### src/rtl/raxi_pkg.sv
// raxi_pkg: shared types and constants for the rAXI stream receiver.
//   raxi_fsm_t  - framing state (idle / inside a frame)
//   RAXI_FLAGS  - number of per-beat flag bits carried through the FIFO
//                 (first, last, keep)
package raxi_pkg;

    typedef enum logic {RAXI_IDLE, RAXI_IN_FRAME} raxi_fsm_t;

    localparam int RAXI_FLAGS = 3;

endpackage

### src/rtl/raxi_fifo.sv
// raxi_fifo: generic first-word-fall-through FIFO with asynchronous reset.
// Ports:
//   clk, reset      - clock, asynchronous active-high reset
//   wr_en, din      - write request and data (ignored while full)
//   rd_en, dout     - pop request (ignored while empty); dout = head entry
//   full, empty     - decoded from the registered occupancy count
// Storage is cleared on reset so dout reads as zero until written.
module raxi_fifo #(
    parameter int WIDTH = 8,
    parameter int DEPTH = 8
) (
    input  logic             clk,
    input  logic             reset,
    input  logic             wr_en,
    input  logic [WIDTH-1:0] din,
    input  logic             rd_en,
    output logic [WIDTH-1:0] dout,
    output logic             full,
    output logic             empty
);

    localparam int AW = $clog2(DEPTH);

    logic [WIDTH-1:0] mem [DEPTH];
    logic [AW-1:0]    wr_ptr, rd_ptr;
    logic [AW:0]      count;
    logic             do_wr, do_rd;

    assign full  = (count == (AW+1)'(DEPTH));
    assign empty = (count == '0);
    assign dout  = mem[rd_ptr];

    // Write is blocked while full even if a pop happens in the same cycle.
    assign do_wr = wr_en & ~full;
    assign do_rd = rd_en & ~empty;

    always_ff @(posedge clk or posedge reset) begin
        if (reset) begin
            for (int i = 0; i < DEPTH; i++) mem[i] <= '0;
            wr_ptr <= '0;
            rd_ptr <= '0;
            count  <= '0;
        end else begin
            if (do_wr) begin
                mem[wr_ptr] <= din;
                wr_ptr      <= wr_ptr + AW'(1);
            end
            if (do_rd) rd_ptr <= rd_ptr + AW'(1);
            case ({do_wr, do_rd})
                2'b10:   count <= count + (AW+1)'(1);
                2'b01:   count <= count - (AW+1)'(1);
                default: count <= count;
            endcase
        end
    end

endmodule

### src/rtl/raxi_rx.sv
// raxi_rx: rAXI stream receiver. Accepts beats on s_valid & s_ready into a
// DEPTH-entry FWFT FIFO, presents them on the o_* port, and checks frame
// structure (first / last / id consistency).
// Ports:
//   clk, reset               - clock, asynchronous active-high reset
//   s_valid/s_ready, s_*     - input beat handshake and payload
//   o_valid/o_ready, o_*     - buffered output beat handshake and payload
//   err_nofirst              - pulse: beat outside a frame without first
//   err_nolast               - pulse: first seen inside an open frame
//   err_id                   - pulse: id changed inside a frame
//   frm_cnt                  - completed-frame count (wraps)
// Optional feature macro: RAXI_RX_DROP_EN - when defined, orphan beats
// (first=0 while idle) are consumed but not stored and do not count frames.
module raxi_rx
    import raxi_pkg::*;
#(
    parameter int DW    = 8,
    parameter int UW    = 8,
    parameter int IW    = 8,
    parameter int DEPTH = 8,
    parameter int CW    = 16
) (
    input  logic          clk,
    input  logic          reset,
    input  logic          s_valid,
    input  logic          s_first,
    input  logic          s_last,
    input  logic          s_keep,
    input  logic [DW-1:0] s_data,
    input  logic [UW-1:0] s_user,
    input  logic [IW-1:0] s_id,
    output logic          s_ready,
    output logic          o_valid,
    output logic          o_first,
    output logic          o_last,
    output logic          o_keep,
    output logic [DW-1:0] o_data,
    output logic [UW-1:0] o_user,
    output logic [IW-1:0] o_id,
    input  logic          o_ready,
    output logic          err_nofirst,
    output logic          err_nolast,
    output logic          err_id,
    output logic [CW-1:0] frm_cnt
);

    localparam int W = RAXI_FLAGS + IW + UW + DW;

    raxi_fsm_t     state, state_nx;
    logic [IW-1:0] id_q, id_nx;
    logic [CW-1:0] cnt_nx;
    logic          nofirst_nx, nolast_nx, id_err_nx;
    logic          full, empty, accept, store, pop;
    logic [W-1:0]  din, dout;

    assign s_ready = ~full;
    assign o_valid = ~empty;
    assign accept  = s_valid & s_ready;
    assign pop     = o_valid & o_ready;
    assign din     = {s_first, s_last, s_keep, s_id, s_user, s_data};
    assign {o_first, o_last, o_keep, o_id, o_user, o_data} = dout;

    raxi_fifo #(.WIDTH(W), .DEPTH(DEPTH)) u_fifo (
        .clk   (clk),
        .reset (reset),
        .wr_en (store),
        .din   (din),
        .rd_en (pop),
        .dout  (dout),
        .full  (full),
        .empty (empty)
    );

    always_comb begin
        state_nx   = state;
        id_nx      = id_q;
        cnt_nx     = frm_cnt;
        nofirst_nx = 1'b0;
        nolast_nx  = 1'b0;
        id_err_nx  = 1'b0;
        store      = accept;
        if (accept) begin
            case (state)
                RAXI_IDLE: begin
                    if (s_first) begin
                        id_nx    = s_id;
                        state_nx = s_last ? RAXI_IDLE : RAXI_IN_FRAME;
                        if (s_last) cnt_nx = frm_cnt + CW'(1);
                    end else begin
                        nofirst_nx = 1'b1;
`ifdef RAXI_RX_DROP_EN
                        // Orphan is swallowed: handshake completes, nothing stored.
                        store = 1'b0;
`else
                        // Orphan is treated as an implicit frame start.
                        id_nx    = s_id;
                        state_nx = s_last ? RAXI_IDLE : RAXI_IN_FRAME;
                        if (s_last) cnt_nx = frm_cnt + CW'(1);
`endif
                    end
                end
                RAXI_IN_FRAME: begin
                    id_err_nx = (s_id != id_q);
                    id_nx     = s_id;
                    // A first here restarts the frame; last still closes it.
                    nolast_nx = s_first;
                    if (s_last) begin
                        state_nx = RAXI_IDLE;
                        cnt_nx   = frm_cnt + CW'(1);
                    end
                end
                default: state_nx = RAXI_IDLE;
            endcase
        end
    end

    always_ff @(posedge clk or posedge reset) begin
        if (reset) begin
            state       <= RAXI_IDLE;
            id_q        <= '0;
            frm_cnt     <= '0;
            err_nofirst <= 1'b0;
            err_nolast  <= 1'b0;
            err_id      <= 1'b0;
        end else begin
            state       <= state_nx;
            id_q        <= id_nx;
            frm_cnt     <= cnt_nx;
            err_nofirst <= nofirst_nx;
            err_nolast  <= nolast_nx;
            err_id      <= id_err_nx;
        end
    end

endmodule

### config.mk
export PLATFORM = sky130hd
export DESIGN_NAME = raxi_rx
export DESIGN_NICKNAME = d
export VERILOG_FILES = /design/src/rtl/raxi_pkg.sv /design/src/rtl/raxi_fifo.sv /design/src/rtl/raxi_rx.sv
export SDC_FILE = /design/constraint.sdc
export NUM_CORES = 1
export LEC_CHECK = 0
export CAP_MARGIN = 10
export CORE_ASPECT_RATIO = 0.7
export CORE_MARGIN = 2
export CORE_UTILIZATION = 53
export CTS_CLUSTER_SIZE = 40
export DETAILED_ROUTE_END_ITERATION = 10
export GPL_TIMING_DRIVEN = 0
export PLACE_DENSITY = 0.84
export RECOVER_POWER = 100
export SYNTH_ARGS = -nofsm -noshare
export SYNTH_HDL_FRONTEND = slang
export SYNTH_SLANG_ARGS = --single-unit
### constraint.sdc
create_clock -name clk -period 14.85 [get_ports clk]
set_input_delay 2.2275 -clock clk [delete_from_list [all_inputs] [get_ports clk]]
set_output_delay 2.2275 -clock clk [all_outputs]
set_load 0.005 [all_outputs]
; ---- After elaboration in Yosys (flattened, before gate mapping)
; Index checks and enable logic that the tools add are counted.
[word_totals]
ff_bits = 254
ramBits = 0
mem_bits_ro = 0
latch_bits = 0
memories = 0
in_bits = 31
word_cells = 57
[classes]
multipliers = 0
n_addsub = 5
div_mod_pow = 0
n_eq_ne = 4
shift = 0
bitwise_logic = 8
muxes = 16
n_lt_le_gt_ge = 3
n_reduce_logical = 4
[ops]
columns = op, count
row1 = 216-bit bitwise mux, 1
row2 = 27-bit binary-select mux with 3-bit select, 1
row3 = 27-bit demux with 3-bit select, 1
row4 = 27-bit 2-to-1 mux, 3
row5 = 16-bit by 1-bit adder with 16-bit output (second input constant), 1
row6 = 16-bit 2-to-1 mux, 1
row7 = 4-bit greater-or-equal comparator (second input constant), 2
row8 = 1-bit 2-to-1 mux, 8
row9 = 8-bit inequality test, 1
row10 = 3-bit inverter with 4-bit output, 2
row11 = 4-bit one-hot mux with 2 select lines, 1
row12 = 3-bit by 1-bit adder with 3-bit output (second input constant), 2
row13 = 4-bit by 1-bit adder with 4-bit output (second input constant), 1
row14 = 1-bit AND, 4
row15 = 4-bit equality test (second input constant), 1
row16 = 4-bit zero test, 1
row17 = 4-bit by 1-bit less-than comparator with 1-bit output (second input constant), 1
row18 = 4-bit by 1-bit subtractor with 4-bit output (second input constant), 1
row19 = 2-bit by 1-bit equality test with 1-bit output (second input constant), 1
row20 = 2-bit equality test (second input constant), 1
row21 = 1-bit inverter, 2
row22 = 2-bit AND reduction, 1
row23 = 2-bit nonzero test, 1
row24 = 1-bit logical AND, 1

; ---- Logic depth before layout (Yosys ltp)
[depth]
ltp_word = 6
mapped_depth = 13
depth_no_buf = 11

; ---- Hierarchy
; From an unflattened synthesis, not the netlist that was laid out.
[unflattened]
cells_unflattened = 733
hier_area_um2 = 11700.0
[modules_own_cells]
columns = mod, seq_area_each_um2, instances, cells_per_inst, area_per_inst_um2
row1 = raxi_fifo, 5655.4, 1, 615, 10442.5
row2 = raxi_rx, 700.7, 1, 118, 1257.5

; ---- Worst setup path before layout
; No wires, ideal clock.
[synth_timing]
path_kind = register to output
startpoint = reg u_fifo.rd_ptr[0]
endpoint = out o_data[0]
path_stages_with_launch = 5
setup_slack_ns = 10.763
arrival_time_ns = 1.860
cell_sequence = dfrtp_1 -> clkbuf_1 -> buf_2 -> mux4_2 -> mux2_2
[synth_between]
elab_chain_len = 4
[synth_lines]
columns = element, line_no
row1 = start: declaration, raxi_fifo.sv:25  ; logic [AW-1:0] wr_ptr, rd_ptr;
row2 = start signal: assignment, raxi_fifo.sv:48  ; if (do_rd) rd_ptr <= rd_ptr + AW'(1);
row3 = 3-bit inverter with 4-bit output (not written as such), raxi_fifo.sv:31  ; assign dout = mem[rd_ptr];
row4 = 27-bit binary-select mux with 3-bit select, raxi_fifo.sv:31
row5 = 27-bit 2-to-1 mux (not written as such) (2 in series), raxi_fifo.sv:31
row6 = end: declaration, raxi_rx.sv:37  ; output logic [DW-1:0] o_data,
; No other way between the ends. The select of a mux whose other input is x is not followed.

==> impl_results.md <==
* GPL Wtd Cong at 0.757
* Minimum clock period at 8.02 ns
* Final nets at 871
* Post-synthesis net count at 773
* Failing checks: max-capacitance violations, max-slew violations
* CTS tree: done
* Internal power at 2.15 mW
* Seq cells post-synth at 254
* Period utilization at 54.0%
* Clock Skews at 0.0290 ns
* Setup bufs post-CTS at 0
* Worst R2R End: u_fifo.mem[96]$_DFFE_PP0P_
* Clock transition at the registers of the reported paths at 0.06 ns
* Sequential fraction of the synthesis area at 55.0%
* Num CTS Buffers at 25
* CTS Buffer Depth at 3
* Final Worst Setup Slack at 6.83 ns
* Warnings from Yosys at 0
* Main area contributors after synthesis: dfrtp_1 (55%), mux2_2 (22%), mux4_2 (11%), mux2_4 (2.6%), xnor2_1 (1.3%)
* Setup violations, final at 0
* Final antenna-violating net count at 0
* Vias per cell at 5.76
* Sw Ratio at 30.0%
* Leak at 5.71 nW
* Drt pass-1 iters at 4
* Placed inst area at 12700 um^2
* Critical path depth at 3
* Fraction of layout cells with a size suffix above 1 at 38.6%
* Via Count at 6540
* Worst r2r src: u_fifo.count[1]$_DFFE_PP0P_
* CP Class: in2async
* Final non-filler cell total at 1135
* Psw at 0.918 mW
* Worst R2R Setup Slack at 11.20 ns
* WL per Instance at 21.0 um
* Slew headroom at -187%
* CTS Root Cell: clkbuf_16
* CP bufs+invs at 3
* Crit path to: u_fifo.mem[170]$_DFFE_PP0P_
* Mapped Cells at 736
* Register area at 6360 um^2
* Peak Freq at 0.125 GHz
* Grt ovf at 0
* P&R area growth vs syn at 15.0%
* Max Cap Viol at 2
* Slew at the pin with the worst max-slew slack at 4.30 ns
* List of most frequent post-synthesis cells: dfrtp_1 (254), mux2_2 (226), mux4_2 (54)
* Ys async rst share at 100%
* Crit-path max FO at 81
* Type of origin of the critical path: input pin
* Worst Setup Slack post-DPL at 9.88 ns
* CP Data Required Time at 14.47 ns
* Die Width at 180 um
* Remaining DRCs at 0
* Maximum VDD drop at 0.000119 V
* Cts hold-fix bufs at 0
* H-tree levels at 1
* Synth Cell Area at 11500 um^2
* Setup TNS at 0 ns
* R2R cell count at 9
* Mean area per synthesized cell at 15.7 um^2
* Core Region at 21500 um^2
* Resized cells post-CTS at 0
* Crit-path cells: dlygate4sd3_1 > clkinvlp_2 > clkbuf_1
* Vias in the first global route at 6933
* Critical path's slowest cell: clkbuf_1
* Most frequent cell after synthesis: dfrtp_1
* Placed cell count at 1089
* First DRT Iteration DRCs at 478
* Die area at 23000 um^2
* Routed wire length at 23800 um
* Register share of total power at 38.9%
* Count of different cell masters after synthesis at 35
* PwrDens at 231 nW/um^2
* Critical path's top delay family: buffers and inverters
* Worst-Skew Late Latency at 0.54 ns
* Initial Utilization at 53.7%
* Crit path from: reset
* Die height at 127 um
* CP endpoint kind: asynchronous set/reset pin
* Number of flops mapped to enable cells by yosys at 0
* GRT Util Overall at 21.4%
* Clock share of power at 20.9%
* Combinational fraction of design power at 40.2%
* Top FF cell, synth: dfrtp_1
* Crit path largest cell delay at 3.12 ns
* Port Buffers at 69
* Fin. max-slew vios at 151
* Hold crit path type: reg2reg
* Yosys top cell by area: dfrtp_1
* Status: complete, but fails checks
* Initial antenna violation count at 0
* Detail Placement HPWL at 15500 um
* WP data arrival at 7.64 ns
* Unrepaired setup endpoints after global routing: no
* Number of fill cells in the layout at 1651
* CTS sink count at 254
* First-pass GRT wire length at 38800 um
* Num rows at 45
* Area of the multi-input gates at 4790 um^2
* Num ports at 79
* Final instance area at 13300 um^2
* Largest net degree at the start of global routing at 107
* Final Hold Violating Endpoints at 0
* Top-area cell type share of the netlist area at 55.0%
## cell families after synthesis
family	count (synthesis)	share of synthesized area, %
xor gates and xnor gates	32	2.43
buffers and inverters	56	2.48
AOI/OAI and AO/OA	6	0.260
DFF	254	55.0
adders and majority gates	6	0.650
and+or+nand+nor	82	3.96
muxes	300	35.2
## metrics by stage
stage	hold slack, ns	power, mW	utilization, %
floorplan	0.446	2.06	-
global placement	0.465	2.45	58.5
detailed placement	0.474	2.51	58.8
CTS	0.491	3.17	62.7
global route	0.511	3.25	61.7
finish	0.483	3.07	61.7
## how the worst min path moves through the flow
stage	from	endpoint	slack [ns]	cells after the start
after floorplan	u_fifo.count[3]$_DFFE_PP0P_	u_fifo.count[3]$_DFFE_PP0P_	0.45	1
after global placement	frm_cnt[15]$_DFFE_PP0P_	frm_cnt[15]$_DFFE_PP0P_	0.46	1
after detailed placement	frm_cnt[15]$_DFFE_PP0P_	frm_cnt[15]$_DFFE_PP0P_	0.47	1
after CTS	u_fifo.count[3]$_DFFE_PP0P_	u_fifo.count[3]$_DFFE_PP0P_	0.49	1
after global routing	u_fifo.mem[9]$_DFFE_PP0P_	u_fifo.mem[9]$_DFFE_PP0P_	0.51	1
final	frm_cnt[15]$_DFFE_PP0P_	frm_cnt[15]$_DFFE_PP0P_	0.48	1
## area by class of cell
class / count / share of cell area (%)
Antenna cell: 1 / 0.0188
Buffer: 51 / 1.47
Clock buffer: 33 / 5.24
Clock inverter: 12 / 1.05
Inverter: 5 / 0.151
Multi-Input combinational cell: 426 / 36.1
Sequential cell: 254 / 47.9
Tap cell: 282 / 2.66
Timing Repair Buffer: 71 / 5.44
## power by group through the flow
stage / clock [mW] / sequential [mW] / combinational (mW)
3_3_place_gp: 0 / 1.18 / 1.27
5_1_grt: 0.683 / 1.23 / 1.33
2_1_floorplan: 0 / 1.14 / 0.917
3_5_place_dp: 0 / 1.20 / 1.32
6_report: 0.642 / 1.19 / 1.23
4_1_cts: 0.655 / 1.19 / 1.32
## metal layers
metal | share of wire [%] | global-route usage (%) | routed length, um
met5 | 0 | 0 | 0
met4 | 1.1 | 3.32 | 252
met3 | 4.5 | 3.53 | 1070
met2 | 46 | 33.2 | 11100
met1 | 48 | 32.8 | 11400
## registers in the layout, summed over array words and instances (netlist names)
signal,count
state,1
err_id,1
err_nofirst,1
frm_cnt,16
u_fifo.rd_ptr,3
u_fifo.count,4
err_nolast,1
u_fifo.wr_ptr,3
id_q,8
u_fifo.mem,216
## layout by cell type, fill, tap and decap left out, types with 9 or more instances in the layout
master and count:
mux4_2 54, clkbuf_1 49, nand4_1 9, xor2_1 15, clkbuf_16 25, mux2_2 225
dfrtp_1 254, xnor2_1 17, nand2_1 38, dlygate4sd3_1 47, clkdlybuf4s50_1 22, mux2_1 19
Note: power is estimated with default switching activity, not from simulation.
